==> src/rtl/uart_pkg.sv <==
// -----------------------------------------------------------------------------
// uart_pkg
// Shared definitions for the UART receive peripheral and its future transmit
// sibling.
//   rx_state_e        receiver FSM state encoding
//   REG_RXDATA/STATUS register select values, as decoded from address[2]
//   ST_*              bit positions inside the STATUS word
//   status_word()     assembles the 32-bit STATUS read value
// -----------------------------------------------------------------------------
package uart_pkg;

  typedef enum logic [2:0] {
    IDLE  = 3'd0,
    START = 3'd1,
    DATA  = 3'd2,
    STOP  = 3'd3,
    BREAK = 3'd4
  } rx_state_e;

  localparam logic REG_RXDATA = 1'b0;
  localparam logic REG_STATUS = 1'b1;

  localparam int ST_NEMPTY = 0;
  localparam int ST_FULL   = 1;
  localparam int ST_OVR    = 2;
  localparam int ST_FERR   = 3;

  function automatic logic [31:0] status_word(input logic ferr, input logic ovr,
                                              input logic full, input logic nempty);
    logic [31:0] w;
    w            = '0;
    w[ST_FERR]   = ferr;
    w[ST_OVR]    = ovr;
    w[ST_FULL]   = full;
    w[ST_NEMPTY] = nempty;
    return w;
  endfunction

endpackage

==> src/rtl/uart_rx_periph_if.sv <==
// -----------------------------------------------------------------------------
// uart_bus_if
// DLX data-bus slot used by the UART peripheral.
//   chip_select, address, read_enable, write_enable, data_write : CPU -> periph
//   data_read, rdata_valid                                      : periph -> CPU
// Handshake: there is no back-pressure. A read is accepted in every cycle with
// chip_select && read_enable; its response appears on data_read with
// rdata_valid high for exactly the following cycle. A write is accepted in
// every cycle with chip_select && write_enable and has no response.
// -----------------------------------------------------------------------------
interface uart_bus_if;
  logic        chip_select;
  logic [31:0] address;
  logic        read_enable;
  logic        write_enable;
  logic [31:0] data_write;
  logic [31:0] data_read;
  logic        rdata_valid;

  modport master (
    output chip_select, address, read_enable, write_enable, data_write,
    input  data_read, rdata_valid
  );

  modport slave (
    input  chip_select, address, read_enable, write_enable, data_write,
    output data_read, rdata_valid
  );
endinterface

==> src/rtl/uart_rx_periph_fifo.sv <==
// -----------------------------------------------------------------------------
// sync_fifo
// Single-clock FIFO with wrap-bit pointers.
//   clk, reset : clock, synchronous active-high reset
//   push/wdata : write request and data; ignored when full unless popping too
//   pop/rdata  : read request; rdata shows the head entry combinationally
//   full/empty : status derived directly from the pointers
// DEPTH must be a power of two, at least 2.
// -----------------------------------------------------------------------------
module sync_fifo #(
  parameter int WIDTH = 8,
  parameter int DEPTH = 8
) (
  input  logic             clk,
  input  logic             reset,
  input  logic             push,
  input  logic             pop,
  input  logic [WIDTH-1:0] wdata,
  output logic [WIDTH-1:0] rdata,
  output logic             full,
  output logic             empty
);
  localparam int AW = $clog2(DEPTH);

  logic [WIDTH-1:0] mem [DEPTH];
  logic [AW:0]      wr_ptr;
  logic [AW:0]      rd_ptr;
  logic             do_push;
  logic             do_pop;

  assign full  = (wr_ptr[AW] != rd_ptr[AW]) && (wr_ptr[AW-1:0] == rd_ptr[AW-1:0]);
  assign empty = (wr_ptr == rd_ptr);
  // A pop frees the head slot in the same edge, so a full FIFO still accepts
  // a simultaneous push (the written slot is the one being vacated).
  assign do_push = push && (!full || pop);
  assign do_pop  = pop && !empty;
  assign rdata   = mem[rd_ptr[AW-1:0]];

  always_ff @(posedge clk) begin
    if (reset) begin
      wr_ptr <= '0;
      rd_ptr <= '0;
    end else begin
      if (do_push) wr_ptr <= wr_ptr + 1'b1;
      if (do_pop)  rd_ptr <= rd_ptr + 1'b1;
    end
  end

  always_ff @(posedge clk) begin
    if (do_push) mem[wr_ptr[AW-1:0]] <= wdata;
  end
endmodule

==> src/rtl/uart_rx_periph.sv <==
// -----------------------------------------------------------------------------
// uart_rx_periph
// Memory-mapped 8N1 UART receiver with a receive FIFO.
//   clk, reset  : clock_50 domain, synchronous active-high reset
//   bus         : DLX data-bus slot (address[2]: 0 = RXDATA, 1 = STATUS)
//   rx          : asynchronous serial input, idles high
//   rx_pending  : high while the FIFO holds data
//   state_dbg   : current receiver FSM state
// RXDATA read pops the head byte (0 when empty). STATUS reads
// {ferr, overrun, full, nonempty}; writing 1s to bits 2/3 clears overrun/ferr.
// CLK_FREQ/BAUD must be at least 4.
// -----------------------------------------------------------------------------
module uart_rx_periph
  import uart_pkg::*;
#(
  parameter int CLK_FREQ   = 50000000,
  parameter int BAUD       = 115200,
  parameter int FIFO_DEPTH = 8
) (
  input  logic       clk,
  input  logic       reset,
  uart_bus_if.slave  bus,
  input  logic       rx,
  output logic       rx_pending,
  output rx_state_e  state_dbg
);
  localparam int          DIV         = CLK_FREQ / BAUD;
  localparam logic [15:0] BIT_RELOAD  = 16'(DIV - 1);
  localparam logic [15:0] HALF_RELOAD = 16'(DIV / 2 - 1);

  // rx synchroniser plus one more flop for falling-edge detection.
  logic rx_meta, rx_sync, rx_prev, rx_fall;

  always_ff @(posedge clk) begin
    if (reset) begin
      rx_meta <= 1'b1;
      rx_sync <= 1'b1;
      rx_prev <= 1'b1;
    end else begin
      rx_meta <= rx;
      rx_sync <= rx_meta;
      rx_prev <= rx_sync;
    end
  end

  assign rx_fall = rx_prev & ~rx_sync;

  // Receiver FSM
  rx_state_e   state_q, state_d;
  logic [15:0] cnt_q, cnt_d;
  logic [2:0]  bit_q, bit_d;
  logic [7:0]  shift_q, shift_d;
  logic        push, ferr_set;

  always_ff @(posedge clk) begin
    if (reset) begin
      state_q <= IDLE;
      cnt_q   <= '0;
      bit_q   <= '0;
      shift_q <= '0;
    end else begin
      state_q <= state_d;
      cnt_q   <= cnt_d;
      bit_q   <= bit_d;
      shift_q <= shift_d;
    end
  end

  always_comb begin
    state_d  = state_q;
    cnt_d    = cnt_q;
    bit_d    = bit_q;
    shift_d  = shift_q;
    push     = 1'b0;
    ferr_set = 1'b0;
    if (state_q != IDLE && state_q != BREAK && cnt_q != 16'd0) begin
      cnt_d = cnt_q - 16'd1;
    end else begin
      case (state_q)
        IDLE: begin
          if (rx_fall) begin
            state_d = START;
            cnt_d   = HALF_RELOAD;
          end
        end
        START: begin
          // Line back high at mid start bit: a glitch, not a frame.
          if (rx_sync) begin
            state_d = IDLE;
          end else begin
            state_d = DATA;
            cnt_d   = BIT_RELOAD;
            bit_d   = 3'd0;
          end
        end
        DATA: begin
          shift_d = {rx_sync, shift_q[7:1]};
          cnt_d   = BIT_RELOAD;
          bit_d   = bit_q + 3'd1;
          if (bit_q == 3'd7) state_d = STOP;
        end
        STOP: begin
          if (rx_sync) begin
            push    = 1'b1;
            state_d = IDLE;
          end else begin
            ferr_set = 1'b1;
            state_d  = BREAK;
          end
        end
        BREAK: begin
          if (rx_sync) state_d = IDLE;
        end
        default: state_d = IDLE;
      endcase
    end
  end

  assign state_dbg = state_q;

  // FIFO and bus decode
  logic [7:0] fifo_head;
  logic       fifo_full, fifo_empty;
  logic       rd_acc, wr_status, pop, ovr_set;
  logic       ovr_q, ferr_q;

  assign rd_acc    = bus.chip_select & bus.read_enable;
  assign wr_status = bus.chip_select & bus.write_enable & (bus.address[2] == REG_STATUS);
  assign pop       = rd_acc & (bus.address[2] == REG_RXDATA);
  assign ovr_set   = push & fifo_full & ~pop;

  sync_fifo #(.WIDTH(8), .DEPTH(FIFO_DEPTH)) u_fifo (
    .clk   (clk),
    .reset (reset),
    .push  (push),
    .pop   (pop),
    .wdata (shift_q),
    .rdata (fifo_head),
    .full  (fifo_full),
    .empty (fifo_empty)
  );

  // Write-one-to-clear flags; a set in the same cycle beats the clear.
  always_ff @(posedge clk) begin
    if (reset) begin
      ovr_q  <= 1'b0;
      ferr_q <= 1'b0;
    end else begin
      ovr_q  <= ovr_set  | (ovr_q  & ~(wr_status & bus.data_write[ST_OVR]));
      ferr_q <= ferr_set | (ferr_q & ~(wr_status & bus.data_write[ST_FERR]));
    end
  end

  always_ff @(posedge clk) begin
    if (reset) begin
      bus.data_read   <= '0;
      bus.rdata_valid <= 1'b0;
      rx_pending      <= 1'b0;
    end else begin
      bus.rdata_valid <= rd_acc;
      rx_pending      <= ~fifo_empty;
      if (rd_acc) begin
        if (bus.address[2] == REG_STATUS)
          bus.data_read <= status_word(ferr_q, ovr_q, fifo_full, ~fifo_empty);
        else
          bus.data_read <= fifo_empty ? 32'd0 : {24'd0, fifo_head};
      end
    end
  end

  logic unused_bits;
  assign unused_bits = ^{bus.address[31:3], bus.address[1:0],
                         bus.data_write[31:4], bus.data_write[1:0]};
endmodule
==> src/flat_wrapper.sv <==
// flat-port wrapper written by rule: the top's interface ports become plain ports
module uart_rx_periph_flat import uart_pkg::*;
#(
  parameter int CLK_FREQ   = 50000000,
  parameter int BAUD       = 115200,
  parameter int FIFO_DEPTH = 8
)
  (clk, reset, rx, rx_pending, state_dbg, bus_chip_select, bus_address, bus_read_enable, bus_write_enable, bus_data_write, bus_data_read, bus_rdata_valid);
  uart_bus_if bus_i ();
  input  logic clk;
  input  logic reset;
  input  logic rx;
  output logic rx_pending;
  output rx_state_e state_dbg;
  input wire logic [$bits(bus_i.chip_select)-1:0] bus_chip_select;
  input wire logic [$bits(bus_i.address)-1:0] bus_address;
  input wire logic [$bits(bus_i.read_enable)-1:0] bus_read_enable;
  input wire logic [$bits(bus_i.write_enable)-1:0] bus_write_enable;
  input wire logic [$bits(bus_i.data_write)-1:0] bus_data_write;
  output wire logic [$bits(bus_i.data_read)-1:0] bus_data_read;
  output wire logic [$bits(bus_i.rdata_valid)-1:0] bus_rdata_valid;
  assign bus_i.chip_select = bus_chip_select;
  assign bus_i.address = bus_address;
  assign bus_i.read_enable = bus_read_enable;
  assign bus_i.write_enable = bus_write_enable;
  assign bus_i.data_write = bus_data_write;
  assign bus_data_read = bus_i.data_read;
  assign bus_rdata_valid = bus_i.rdata_valid;
  uart_rx_periph #(.CLK_FREQ(CLK_FREQ), .BAUD(BAUD), .FIFO_DEPTH(FIFO_DEPTH)) u_core (.clk(clk), .reset(reset), .bus(bus_i), .rx(rx), .rx_pending(rx_pending), .state_dbg(state_dbg));
endmodule
==> config.mk <==
export PLATFORM = sky130hd
export DESIGN_NAME = uart_rx_periph_flat
export DESIGN_NICKNAME = d
export VERILOG_FILES = /design/src/rtl/uart_pkg.sv /design/src/rtl/uart_rx_periph_if.sv /design/src/rtl/uart_rx_periph_fifo.sv /design/src/rtl/uart_rx_periph.sv /design/src/flat_wrapper.sv
export SDC_FILE = /design/constraint.sdc
export NUM_CORES = 1
export LEC_CHECK = 0
export BUFFER_PORTS_ARGS = -buffer_cell sky130_fd_sc_hd__buf_2
export CAP_MARGIN = 20
export CORE_MARGIN = 5
export CORE_UTILIZATION = 40
export DETAILED_ROUTE_END_ITERATION = 12
export PLACE_DENSITY = 0.66
export SKIP_LAST_GASP = 1
export SLEW_MARGIN = 30
export SYNTH_ARGS = -nofsm -noshare
export SYNTH_HDL_FRONTEND = slang
export SYNTH_SLANG_ARGS = --single-unit
==> constraint.sdc <==
create_clock -name clk -period 4.55 [get_ports clk]
set_clock_uncertainty 0.1 [all_clocks]
set_input_delay 0.6825 -clock clk [delete_from_list [all_inputs] [get_ports clk]]
set_output_delay 0.6825 -clock clk [all_outputs]
set_load 0.005 [all_outputs]
==> metrics.yaml <==
run_status:
  outcome: "finished, final reports clean"
detailed_routing:
  drc: 0
  postRouteAntennaNets: 0
  vias: 3327
  via_per_inst: 5.20
  wl_per_cell_microns: 16.5
  dr.pass1.iters: 5
  routed_wl_mm: 10.5
  drt_iter0_markers: 224
global_route:
  gr-usage-all-layers_pct: 14.3
  grt_pass1_wl_mm: 17.2
  grt_pass1_vias: 3275
  grt_overflow: 0
  grt_max_degree: 43
  antenna_found_initial: 0
cts:
  cts_resized: 0
  cts.path.max_buffers: 2
  clock-sinks: 120
  clk_latency_ns: 0.42
  htree_levels: 4
  cts_root_buf: "clkbuf_16"
  holdBufCountCts: 0
  tritoncts: "done"
  cts_buffers: 17
  post_cts_buffers: 0
  cts.clk_slew.worst_paths_ns: 0.05
yosys:
  yosys_warnings: 0
  ys_seq_area_share_pct: 58.2
  synthArstFlopShare_pct: 0
  syn_area_sq_um: 5230
  synth.area.top_cells: "edfxtp_1, dfxtp_1, mux4_2"
  synth_top_area_cell: "edfxtp_1"
  synth-seq-cells: 120
  synth_edf_count: 64
  synth_cells: 430
  synthDistinctLibCells: 59
  synth_top_area_share_pct: 36.8
  syn_area_per_cell_sq_um: 12.2
  synth_ff_type: "edfxtp_1"
sta:
  hold_violations: 0
  slew_viol_final: 0
  fin_setup_tns_ns: 0
  holdWs_ns: 0.307
  post-route-min-period_ns: 3.03
  timing.fmax_ghz: 0.330
  slew-limit-headroom_pct: 45.3
  rsz0062_at_grt: "no"
  tightest_slew_ns: 0.820
  setup_slack_ns: 1.52
  setup_viol: 0
  min_period_over_period_pct: 66.6
floorplan:
  die_area_sq_um: 15500
  rows: 41
  io_pins: 107
  die_y_microns: 124
  die_x_microns: 124
  core_region_area_sq_um: 12700
  start_util_pct: 41.1
pwr:
  power_density_nw_per_um2: 580
  p_total_w: 0.00351
  ir_drop_mv: 0.365
  total_leakage_power_nw: 2.19
finish:
  nets: 530
  diodes: 0
  drive_gt1_share_pct: 19.4
  area_growth_pct: 15.7
placement:
  io_buffers: 21
  gp_congestion: 0.849
  dp_slack_ns: 1.54
  dp_hpwl_mm: 6.87
job:
  drv_cap: 0
hold_path:
  hp-class: "reg2reg"
critical_path:
  cp.arrival_ns: 3.23
  cp_slowest_stage_delay_ns: 0.67
  slowest_stage: "nor4b_2"
  endpoint_kind: "flip-flop"
  crit_path_cell_trace: "or4_1 > nor4b_2 > o32ai_1 > or2_0 > o221a_2"
  cp-start-kind: "flip-flop"
  path_class: "reg2reg"
  cp.required_ns: 4.75
  crit_path_max_fanout: 7
[state kept, by name (all words and copies together) (netlist names), 3 cells and up, named ones only]
name / count
u_core.bit_q: 3
u_core.bus.data_read: 8
u_core.cnt_q: 16
u_core.shift_q: 8
u_core.state_dbg: 3
u_core.u_fifo.mem: 64
u_core.u_fifo.rd_ptr: 4
u_core.u_fifo.wr_ptr: 4
[path summary, 6_finish.rpt]
| kind | startpoint | endpoint | slack [ns] | cells after the start |
|---|---|---|---|---|
| max | u_core.cnt_q[11]$_SDFFE_PP0P_ | u_core.cnt_q[3]$_SDFFE_PP0P_ | 1.52 | 5 |
| min | u_core.rx_meta$_SDFF_PP1_ | u_core.rx_sync$_SDFF_PP1_ | 0.31 | 1 |
| max reg2reg | u_core.cnt_q[11]$_SDFFE_PP0P_ | u_core.cnt_q[3]$_SDFFE_PP0P_ | 1.52 | 5 |
| min reg2reg | u_core.rx_meta$_SDFF_PP1_ | u_core.rx_sync$_SDFF_PP1_ | 0.31 | 1 |
[through the flow]
stage               area, sq um  util [%]  instances
finish                     6050      47.6        640
global route               6050      47.6        640
CTS                        6050      47.6        640
detailed placement         5440      42.8        608
global placement           5430      42.7        608
floorplan                  5320         -        453
[cells in the mapped netlist (2+ instances only)]
master,instances
buf_1,3
a22oi_1,3
or3_1,4
edfxtp_1,64
nand2b_1,6
xnor2_1,3
dfxtp_1,56
nand4_1,2
o31ai_1,3
nor3_1,12
mux4_2,16
mux2i_1,21
nor4_1,8
a22o_1,3
a21oi_1,17
nor2b_1,4
nor3b_1,2
buf_2,3
or2_2,7
xor2_1,5
inv_1,10
buf_4,25
nand3_1,5
nand2_1,17
nor2_1,48
and3_1,3
o32ai_1,2
clkbuf_1,16
nor4b_1,2
or4_1,4
a311oi_1,4
o21ai_0,17
a2111oi_0,2
o21a_1,4
ha_1,5
[logic make-up (layout without fill, tap and decap cells)]
kind of cell / after synthesis / count (layout) / synth area share [%]
flops: 120 / 120 / 58.2
fa+ha+maj: 5 / 5 / 1.20
mux: 38 / 38 / 11.1
xor+xnor: 8 / 8 / 1.34
simple gates: 131 / 131 / 12.8
compound gates: 70 / 70 / 9.26
buf+inv: 57 / 72 / 5.96
other cells: 1 / 24 / 0.0717
[cell type report]
class / count / area, sq um
clock buffers: 22 / 464
well taps: 172 / 215
fillers: 1142 / 6670
multi-input cells: 276 / 1970
repair buffers: 30 / 173
clock inverters: 10 / 144
flip-flops and latches: 120 / 3040
inverters: 10 / 37.5
[placed cells by master, fill, tap and decap left out, drive strengths merged, types with 4 or more instances in the layout]
master	synthesis	routed
conb	1	24
inv	10	11
edfxtp	64	64
ha	5	5
dfxtp	56	56
nor2b	4	4
nand2	17	17
or2	8	8
mux2i	21	21
xor2	5	5
or3	4	4
mux4	16	16
o21a	5	5
nand2b	6	6
or4	5	5
buf	31	30
clkbuf	16	22
o21ai	17	17
nor4	8	8
nand3	5	5
a21oi	17	17
a311oi	4	4
nor2	48	48
nor3	13	13
[critical path, delay by kind of cell, from the launching register on]
kind               cells  cell delay [ns]
AOI/OAI and AO/OA      2             0.69
DFF                    1             0.35
and+or+nand+nor        3             1.78
[power by group]
group	leakage, nW	switching, W	internal, W
Clock	0.287	0.000469	0.000891
Combinational	0.853	0.000544	0.000329
Sequential	1.05	0.0000861	0.00119
[metal layers]
layer,track usage [%],up-vias,wire length [microns]
li1,-,1614,-
met1,17.5,1604,4580
met2,23.6,94,5240
met3,4.33,15,544
met4,5.87,0,173
met5,0,-,0
Power figures use the tool's default switching activity.
